### config.mk
export PLATFORM = sky130hd
export DESIGN_NAME = alu_op_sequencer
export DESIGN_NICKNAME = d
export VERILOG_FILES = /design/src/rtl/alu_op_sequencer.sv
export SDC_FILE = /design/constraint.sdc
export NUM_CORES = 1
export LEC_CHECK = 0
export ABC_AREA = 1
export CAP_MARGIN = 20
export CORE_ASPECT_RATIO = 0.6
export CORE_UTILIZATION = 35
export CTS_BUF_LIST = sky130_fd_sc_hd__clkbuf_8
export CTS_CLUSTER_SIZE = 40
export DETAILED_ROUTE_END_ITERATION = 6
export PLACE_DENSITY = 0.73
export SYNTH_ARGS = -nofsm -noshare
export SYNTH_HDL_FRONTEND = slang
export SYNTH_SLANG_ARGS = --single-unit
### constraint.sdc
create_clock -name phi1 -period 1.6 [get_ports phi1]
set_clock_uncertainty 0.15 [all_clocks]
set_input_delay 0.24 -clock phi1 [delete_from_list [all_inputs] [get_ports phi1]]
set_output_delay 0.24 -clock phi1 [all_outputs]
set_load 0.005 [all_outputs]
### src/rtl/alu_op_sequencer.sv
// Sequences multi-pass ALU operations for the 6502 core: request in, ALU drive/capture, result+flags out.
// Optional BCD fixup passes for ADC/SBC are compiled in with `define ALU_SEQ_DECIMAL_EN.
module alu_op_sequencer #(
  parameter int              DW       = 8,
  parameter int              FW       = 4,
  parameter logic [FW-1:0]   NOP_FUNC = 4'hF
) (
  input  logic          phi1,
  input  logic          reset,
  input  logic          req_valid,
  output logic          req_ready,
  input  logic [2:0]    req_op,
  input  logic [DW-1:0] req_a,
  input  logic [DW-1:0] req_b,
  input  logic          req_carry,
  input  logic          req_dec,
  output logic [DW-1:0] alu_a,
  output logic [DW-1:0] alu_b,
  output logic [FW-1:0] alu_func,
  output logic          alu_carry_in,
  input  logic [DW-1:0] alu_dout,
  input  logic          alu_wout,
  input  logic          alu_carry_out,
  output logic          rsp_valid,
  input  logic          rsp_ready,
  output logic [DW-1:0] rsp_data,
  output logic [3:0]    rsp_flags,
  output logic [3:0]    rsp_fmask,
  output logic          rsp_wb,
  output logic          rsp_err
);

  localparam logic [1:0] S_IDLE  = 2'd0;
  localparam logic [1:0] S_ISSUE = 2'd1;
  localparam logic [1:0] S_WAIT  = 2'd2;
  localparam logic [1:0] S_DONE  = 2'd3;

  localparam logic [2:0] OP_ADC = 3'd0;
  localparam logic [2:0] OP_SBC = 3'd1;
  localparam logic [2:0] OP_AND = 3'd2;
  localparam logic [2:0] OP_ORA = 3'd3;
  localparam logic [2:0] OP_EOR = 3'd4;
  localparam logic [2:0] OP_CMP = 3'd5;
  localparam logic [2:0] OP_ASL = 3'd6;
  localparam logic [2:0] OP_ROL = 3'd7;

  // ALU function encodings; must track the core's `SUM/`AND/`OR/`XOR/`SR defines.
  localparam logic [FW-1:0] FN_SUM = FW'(0);
  localparam logic [FW-1:0] FN_AND = FW'(1);
  localparam logic [FW-1:0] FN_OR  = FW'(2);
  localparam logic [FW-1:0] FN_XOR = FW'(3);
  localparam logic [FW-1:0] FN_SR  = FW'(4);

  logic [1:0]    state_q, state_d;
  logic [2:0]    op_q, op_d;
  logic [DW-1:0] a_q, a_d;
  logic [DW-1:0] bs_q, bs_d;
  logic          cin_q, cin_d;
  logic          dec_q, dec_d;
  logic [1:0]    pass_q, pass_d;
  logic [DW-1:0] r_q, r_d;
  logic          c_q, c_d;
  logic          err_q, err_d;
  logic [DW-1:0] alu_a_q, alu_a_d;
  logic [DW-1:0] alu_b_q, alu_b_d;
  logic [FW-1:0] alu_func_q, alu_func_d;
  logic          alu_cin_q, alu_cin_d;
  logic          rsp_valid_q, rsp_valid_d;
  logic [DW-1:0] rsp_data_q, rsp_data_d;
  logic [3:0]    rsp_flags_q, rsp_flags_d;
  logic [3:0]    rsp_fmask_q, rsp_fmask_d;
  logic          rsp_wb_q, rsp_wb_d;
  logic          rsp_err_q, rsp_err_d;

  logic          c_now;
  logic [DW-1:0] v_vec;
  logic [3:0]    fmask;
  logic          flag_c;

`ifdef ALU_SEQ_DECIMAL_EN
  logic          dec_adc;
  logic          dec_go;
  logic [DW-1:0] hc_vec;
  logic          lo_fix;
  logic          hi_fix;

  assign dec_adc = (op_q == OP_ADC);
  assign dec_go  = dec_q && (op_q == OP_ADC || op_q == OP_SBC) && (pass_q != 2'd2);
  assign hc_vec  = a_q ^ bs_q ^ alu_dout;
  // ADC carries accumulate across fixups; SBC keeps the binary borrow.
  assign c_now   = (pass_q == 2'd0) ? alu_carry_out : (c_q | (dec_adc & alu_carry_out));
  // SBC fixes on borrow (no half-carry / no carry), ADC on carry.
  assign lo_fix  = (pass_q == 2'd0) &&
                   ((alu_dout[3:0] > 4'd9) || (dec_adc ? hc_vec[4] : !hc_vec[4]));
  assign hi_fix  = (alu_dout[7:4] > 4'd9) || (dec_adc ? c_now : !c_now);
`else
  logic unused_dec;
  assign unused_dec = &{1'b0, req_dec, dec_q};
  assign c_now      = (pass_q == 2'd0) ? alu_carry_out : c_q;
`endif

  assign v_vec  = ~(a_q ^ bs_q) & (a_q ^ r_q);
  assign flag_c = (op_q == OP_ASL || op_q == OP_ROL) ? a_q[DW-1] : c_q;

  always_comb begin
    case (op_q)
      OP_ADC, OP_SBC:         fmask = 4'b1111;
      OP_CMP, OP_ASL, OP_ROL: fmask = 4'b1011;
      default:                fmask = 4'b1010;
    endcase
  end

  always_comb begin
    // NOTE: every _d starts as its _q so no path through the case can infer a latch.
    state_d     = state_q;
    op_d        = op_q;
    a_d         = a_q;
    bs_d        = bs_q;
    cin_d       = cin_q;
    dec_d       = dec_q;
    pass_d      = pass_q;
    r_d         = r_q;
    c_d         = c_q;
    err_d       = err_q;
    alu_a_d     = alu_a_q;
    alu_b_d     = alu_b_q;
    alu_func_d  = alu_func_q;
    alu_cin_d   = alu_cin_q;
    rsp_valid_d = rsp_valid_q;
    rsp_data_d  = rsp_data_q;
    rsp_flags_d = rsp_flags_q;
    rsp_fmask_d = rsp_fmask_q;
    rsp_wb_d    = rsp_wb_q;
    rsp_err_d   = rsp_err_q;

    case (state_q)
      S_IDLE: begin
        if (req_valid) begin
          op_d      = req_op;
          a_d       = req_a;
          cin_d     = req_carry;
          dec_d     = req_dec;
          pass_d    = 2'd0;
          c_d       = 1'b0;
          err_d     = 1'b0;
          alu_a_d   = req_a;
          alu_b_d   = req_b;
          alu_cin_d = 1'b0;
          case (req_op)
            OP_ADC: begin alu_func_d = FN_SUM; alu_cin_d = req_carry; end
            OP_SBC: begin alu_func_d = FN_SUM; alu_b_d = ~req_b; alu_cin_d = req_carry; end
            OP_CMP: begin alu_func_d = FN_SUM; alu_b_d = ~req_b; alu_cin_d = 1'b1; end
            OP_AND: alu_func_d = FN_AND;
            OP_ORA: alu_func_d = FN_OR;
            OP_EOR: alu_func_d = FN_XOR;
            default: begin alu_func_d = FN_SR; alu_b_d = DW'(1); end
          endcase
          bs_d    = alu_b_d;
          state_d = S_ISSUE;
        end
      end

      S_ISSUE: state_d = S_WAIT;

      S_WAIT: begin
        r_d     = alu_dout;
        c_d     = c_now;
        state_d = S_DONE;
        if (!alu_wout) begin
          err_d = 1'b1;
        end else if (op_q == OP_ROL && pass_q == 2'd0) begin
          alu_a_d    = alu_dout;
          alu_b_d    = {{(DW-1){1'b0}}, cin_q};
          alu_func_d = FN_OR;
          alu_cin_d  = 1'b0;
          pass_d     = 2'd1;
          state_d    = S_ISSUE;
        end
`ifdef ALU_SEQ_DECIMAL_EN
        else if (dec_go && (lo_fix || hi_fix)) begin
          alu_a_d    = alu_dout;
          alu_func_d = FN_SUM;
          alu_cin_d  = 1'b0;
          state_d    = S_ISSUE;
          if (lo_fix) begin
            alu_b_d = dec_adc ? DW'(8'h06) : DW'(8'hFA);
            pass_d  = 2'd1;
          end else begin
            alu_b_d = dec_adc ? DW'(8'h60) : DW'(8'hA0);
            pass_d  = 2'd2;
          end
        end
`endif
      end

      default: begin
        // First DONE cycle publishes; outputs then hold until the consumer takes them.
        if (!rsp_valid_q) begin
          rsp_valid_d = 1'b1;
          rsp_data_d  = r_q;
          rsp_flags_d = {r_q[DW-1], v_vec[DW-1], (r_q == '0), flag_c} & fmask;
          rsp_fmask_d = fmask;
          rsp_wb_d    = (op_q != OP_CMP);
          rsp_err_d   = err_q;
        end else if (rsp_ready) begin
          rsp_valid_d = 1'b0;
          alu_func_d  = NOP_FUNC;
          state_d     = S_IDLE;
        end
      end
    endcase
  end

  always_ff @(posedge phi1) begin
    // NOTE: state uses non-blocking assignment so every flop samples pre-edge values.
    if (reset) begin
      state_q     <= S_IDLE;
      op_q        <= OP_ADC;
      a_q         <= '0;
      bs_q        <= '0;
      cin_q       <= 1'b0;
      dec_q       <= 1'b0;
      pass_q      <= 2'd0;
      r_q         <= '0;
      c_q         <= 1'b0;
      err_q       <= 1'b0;
      alu_a_q     <= '0;
      alu_b_q     <= '0;
      alu_func_q  <= NOP_FUNC;
      alu_cin_q   <= 1'b0;
      rsp_valid_q <= 1'b0;
      rsp_data_q  <= '0;
      rsp_flags_q <= 4'b0;
      rsp_fmask_q <= 4'b0;
      rsp_wb_q    <= 1'b0;
      rsp_err_q   <= 1'b0;
    end else begin
      state_q     <= state_d;
      op_q        <= op_d;
      a_q         <= a_d;
      bs_q        <= bs_d;
      cin_q       <= cin_d;
      dec_q       <= dec_d;
      pass_q      <= pass_d;
      r_q         <= r_d;
      c_q         <= c_d;
      err_q       <= err_d;
      alu_a_q     <= alu_a_d;
      alu_b_q     <= alu_b_d;
      alu_func_q  <= alu_func_d;
      alu_cin_q   <= alu_cin_d;
      rsp_valid_q <= rsp_valid_d;
      rsp_data_q  <= rsp_data_d;
      rsp_flags_q <= rsp_flags_d;
      rsp_fmask_q <= rsp_fmask_d;
      rsp_wb_q    <= rsp_wb_d;
      rsp_err_q   <= rsp_err_d;
    end
  end

  assign req_ready    = (state_q == S_IDLE);
  assign alu_a        = alu_a_q;
  assign alu_b        = alu_b_q;
  assign alu_func     = alu_func_q;
  assign alu_carry_in = alu_cin_q;
  assign rsp_valid    = rsp_valid_q;
  assign rsp_data     = rsp_data_q;
  assign rsp_flags    = rsp_flags_q;
  assign rsp_fmask    = rsp_fmask_q;
  assign rsp_wb       = rsp_wb_q;
  assign rsp_err      = rsp_err_q;

endmodule

=== Yosys cells after proc, flatten, opt, wreduce, memory -nomap -nowiden ===
Index checks and enable logic that the tools add are counted.

* Flip-flop bits (word level): 74
* Output and inout port bits: 41
* Logic and storage cells: 111

* Equality and inequality tests: 17
* Mux-type cells: 40
* Bitwise logic cells: 9
* Reductions and logical operators: 26

{| class="wikitable"
|+ Operators by type and width
! cell !! count
|-
| $mux 8 || 6
|-
| $pmux 8 s2 || 3
|-
| $mux 4 || 5
|-
| $mux 2 || 8
|-
| $not 8->8 || 2
|-
| $xor 8x8->8 || 2
|-
| $eq 3x3->1 const B || 5
|-
| $pmux 3 s4 || 1
|-
| $pmux 4 s3 || 1
|-
| $ne 2x2->1 const B || 5
|-
| $mux 1 || 9
|-
| $reduce_and 3->1 || 3
|-
| $reduce_or 3->1 || 3
|-
| $and 8x8->8 || 1
|-
| $logic_not 8->1 || 1
|-
| $pmux 1 s2 || 4
|-
| $reduce_bool 4->1 || 2
|-
| $eq 3x1->1 const B || 2
|-
| $eq 3x2->1 const B || 2
|-
| $logic_not 3->1 || 2
|-
| $pmux 2 s3 || 1
|-
| $pmux 3 s2 || 1
|-
| $reduce_and 6->1 || 1
|-
| $reduce_bool 3->1 || 2
|-
| other kinds (14) || 20
|}

=== Depth between registers and ports, before layout ===
* Depth after elaboration: 5
* Depth in mapped cells: 10
* Depth with buffers taken out: 9

=== Least setup slack after synthesis ===
Ideal clock, no wire load.

* Path kind: register to register
* From: register state_q[0]
* To: register alu_a_q[0] (netlist: alu_a[0])
* Setup time: 115 ps
* Arrival: 1,390 ps
* Setup slack: -55 ps
* Stages on the path, launching flop included: 9
* Buffers on the path: 2
* Cells stage by stage: dfxtp_1 -> inv_1 -> ha_1 -> buf_2 -> nor2_2 -> a21oi_2 -> buf_2 -> a21oi_1 -> nor2_1

* Word-level cells in the longest chain between the ends: 3

{| class="wikitable"
|+ RTL lines
! what !! line !! text
|-
| start: declaration || 54 || <nowiki>logic [1:0] state_q, state_d;</nowiki>
|-
| start signal: assignment || 238 || <nowiki>state_q <= state_d;</nowiki>
|-
| $eq 2x2->1 or $logic_not 2->1 (tied branches) || 136 || <nowiki>case (state_q)</nowiki>
|-
| $ne 2x2->1 (no line) or $reduce_bool 2->1 (tied branches) || -- ||
|-
| $reduce_and 4->1 (no line) || -- ||
|-
| end signal: assignment || 248 || <nowiki>alu_a_q <= alu_a_d;</nowiki>
|-
| end: declaration || 64 || <nowiki>logic [DW-1:0] alu_a_q, alu_a_d;</nowiki>
|}

Several ways; a longest one is shown, not always the timed one.
A chain may end at the register's enable or synchronous reset.

=== Final worst setup path ===
* From: register state_q[1]
* To: register alu_a_q[3] (netlist: alu_a[3])

Same word-level chain as after synthesis.

==> results.py <==
metrics = {
    "detailed_routing": {
        "drcViolationCount": 0,
        "vias": 2853,
        "avgViaCountPerCell": 4.708,
        "firstDrtPassIters": 5,
        "wl_per_cell_microns": 13.07,
        "drt_iter0_markers": 214,
        "wl_mm": 7.921,
        "ant_nets": 0,
    },
    "synthesis": {
        "ys_warn_count": 0,
        "ys_ff_latch": 57,
        "synth_area_leaders": "dfxtp_1, nand2_1, nor2_1, a21oi_1, inv_1",
        "synthMuxAreaShare_pct": 0,
        "synth_area_sq_um": 2621,
        "synth_top_family_by_area": "simple AND/OR/NAND/NOR gates",
        "synth-compound-area-share_pct": 15.04,
        "yosys.cell_types.count": 22,
        "postSynthCellCount": 384,
        "postSynthAreaPerCell_sq_um": 6.826,
        "synth_top_cell_by_area": "dfxtp_1",
        "synthXorXnorAreaFrac_pct": 0,
        "synth_adder_area_share_pct": 1.909,
        "synth-simple-area-share_pct": 29.07,
        "syn_nets": 423,
        "ys_seq_area_share_pct": 43.53,
        "yosysTopAreaCellShare_pct": 43.53,
    },
    "global_route": {
        "antenna_found_initial": 0,
        "gr-total-overflow": 0,
        "grt_pass1_wl_mm": 12.63,
        "grt_usage_pct": 20.93,
        "grt_pass1_vias": 2680,
        "grt_start_max_net_pins": 22,
    },
    "setup_path": {
        "required_ps": 1690,
        "crit_type": "register to register",
        "r2r_slack_ps": -70,
        "worst-path-max-fanout": 6,
        "worstReg2RegStart": "state_q[1]",
        "r2r_end": "alu_a[3]",
        "start_kind": "register",
        "worst_setup_path_end_kind": "register",
        "r2r_cells": 9,
        "arrival_ps": 1770,
    },
    "sta": {
        "slew_viol_final": 0,
        "max_slew_margin_pct": 83.89,
        "rsz0062_at_grt": "true",
        "maxClockFrequency_mhz": 597.9,
        "fin_tns_setup_ps": -462.5,
        "fin_ws_ps": -72.54,
        "holdWs_ps": 304.3,
        "setup_viol": 15,
        "hold_violations": 0,
        "finalCriticalPeriod_ps": 1673,
        "fin_crit_sh_pct": 104.5,
        "tightest_slew_ps": 239.1,
    },
    "finish": {
        "fin_util_pct": 58.69,
        "synthToLayoutAreaGrowth_pct": 62.72,
        "num_antenna_cells": 0,
        "drive_above_1_share_pct": 21.91,
        "finalNetCount": 537,
        "nFillCells": 683,
    },
    "floorplan": {
        "dieArea_sq_um": 7851,
        "num_io_pins": 76,
        "start_util_pct": 36.07,
        "row_count": 24,
        "core_area_sq_um": 7267,
        "die_x_microns": 113.7,
        "die_h_microns": 69.04,
    },
    "placement": {
        "port_buffers": 74,
        "gp_congestion": 0.8634,
        "place_worst_setup_slack_ps": -228.0,
        "dp_hpwl_mm": 5.545,
    },
    "clock_tree": {
        "clk_path_buf_depth": 2,
        "cts.sinks": 57,
        "cts.htree.levels": 3,
        "insertion_delay_ps": 350,
        "numCtsBuffers": 9,
        "clk_pin_slew_ps": 70,
        "cts_tree": "yes",
        "holdBufCountCts": 0,
        "clock-root-buffer": "clkbuf_8",
    },
    "min_path": {
        "hold_depth": 2,
        "hp-class": "register to register",
        "min_from": "alu_func[2]",
        "min_to": "alu_func[2]",
    },
    "outcome": {
        "status": "finished with violations",
        "violations": "setup timing",
    },
    "power": {
        "power_density_nw_per_um2": 1598,
        "p_leak_uw": 0.002211,
        "ir_drop_mv": 0.7686,
    },
    "run": {
        "cap_viol_max_count": 0,
    },
}
## power by group
group | switching (uW) | leakage, uW | internal (uW)
logic | 1620 | 0.00163 | 1670
clock network | 584 | 0.000104 | 906
registers | 220 | 0.000473 | 1820
total | 2420 | 0.00221 | 4390
## cell usage in the layout (no fill, tap or decap), types with 19 or more instances in the layout
master           instances
a21oi_1                 35
buf_4                   35
clkdlybuf4s50_1         44
dfxtp_1                 42
dlymetal6s2s_1          19
inv_1                   41
nand2_1                 80
nand3_1                 21
nor2_1                  54
o21ai_0                 23
## flip-flops by register name, summed over array words and instances (netlist names), 2 cells and up
signal	flops
state_q	2
op_q	3
rsp_fmask	3
r_q	8
alu_a	8
alu_b	8
rsp_flags	3
rsp_data	8
alu_func	4
## worst max-delay path: stages (launching register included)
cell and delay (ps):
dfxtp_4 390, inv_4 50, ha_4 150, buf_6 130
nor2_4 130, a21oi_4 60, buf_12 150, clkbuf_16 150
a21oi_1 160, nor2_1 60
## per-layer routing
metal / GRT usage [%] / share of wire [%]
met3: 7.652 / 7.6
met5: 0 / 0
met4: 7.310 / 1.6
met1: 27.07 / 47
met2: 31.98 / 44
## synthesized netlist by cell type
cell / n
nor3_1: 5
nand3b_1: 1
o21ai_0: 24
a21boi_0: 8
clkinv_1: 1
nor2_2: 2
a21oi_2: 1
nand3_4: 1
inv_1: 46
clkbuf_1: 5
a21oi_1: 38
buf_6: 1
a211oi_1: 1
o211ai_1: 1
nand4_1: 3
dfxtp_1: 57
buf_2: 9
nor2_1: 58
buf_4: 3
ha_1: 4
nand3_1: 25
nand2_1: 90
## worst max-delay path by stage
stage / from / end
4_1_cts: state_q[1] / alu_b[2]
3_5_place_dp: req_op[1] / alu_b[2]
6_report: state_q[1] / alu_a[3]
2_1_floorplan: state_q[0] / alu_b[0]
3_3_place_gp: req_valid / alu_a[4]
5_1_grt: state_q[1] / alu_a[6]
## per-stage QoR
stage / power [uW] / instance area [sq um] / instances
3_5_place_dp: 4700 / 3721 / 582
4_1_cts: 6375 / 4028 / 601
5_1_grt: 7293 / 4265 / 606
3_3_place_gp: 4607 / 3721 / 582
2_1_floorplan: 3497 / 2638 / 384
6_report: 6818 / 4265 / 606
## kinds of logic after synthesis
kind of cell,Yosys count
adder cells (fa/ha/maj),4
buffers and inverters,65
AO/OA/AOI/OAI,73
AND/OR/NAND/NOR,185
flip-flops,57
## area by class of cell
| type | instances | area, sq um | area share (%) |
|---|---|---|---|
| multi-input cells | 263 | 1350 | 31.65 |
| repair buffers | 120 | 1224 | 28.69 |
| flip-flops and latches | 57 | 1162 | 27.25 |
| inverters | 47 | 181.4 | 4.253 |
| clock buffers | 10 | 137.6 | 3.227 |
| well taps | 104 | 130.1 | 3.051 |
| clock inverters | 5 | 80.08 | 1.877 |
## repair_timing
action / in CTS / in global routing
endpoints found under the setup margin: 50 / 63
hold endpoints to repair: 0 / 0
pin swaps: 5 / 8
buffers inserted: 3 / 2
gates cloned: 1 / 3
gates resized for setup: 37 / 54
No activity file was read; power rests on OpenSTA's default activity.
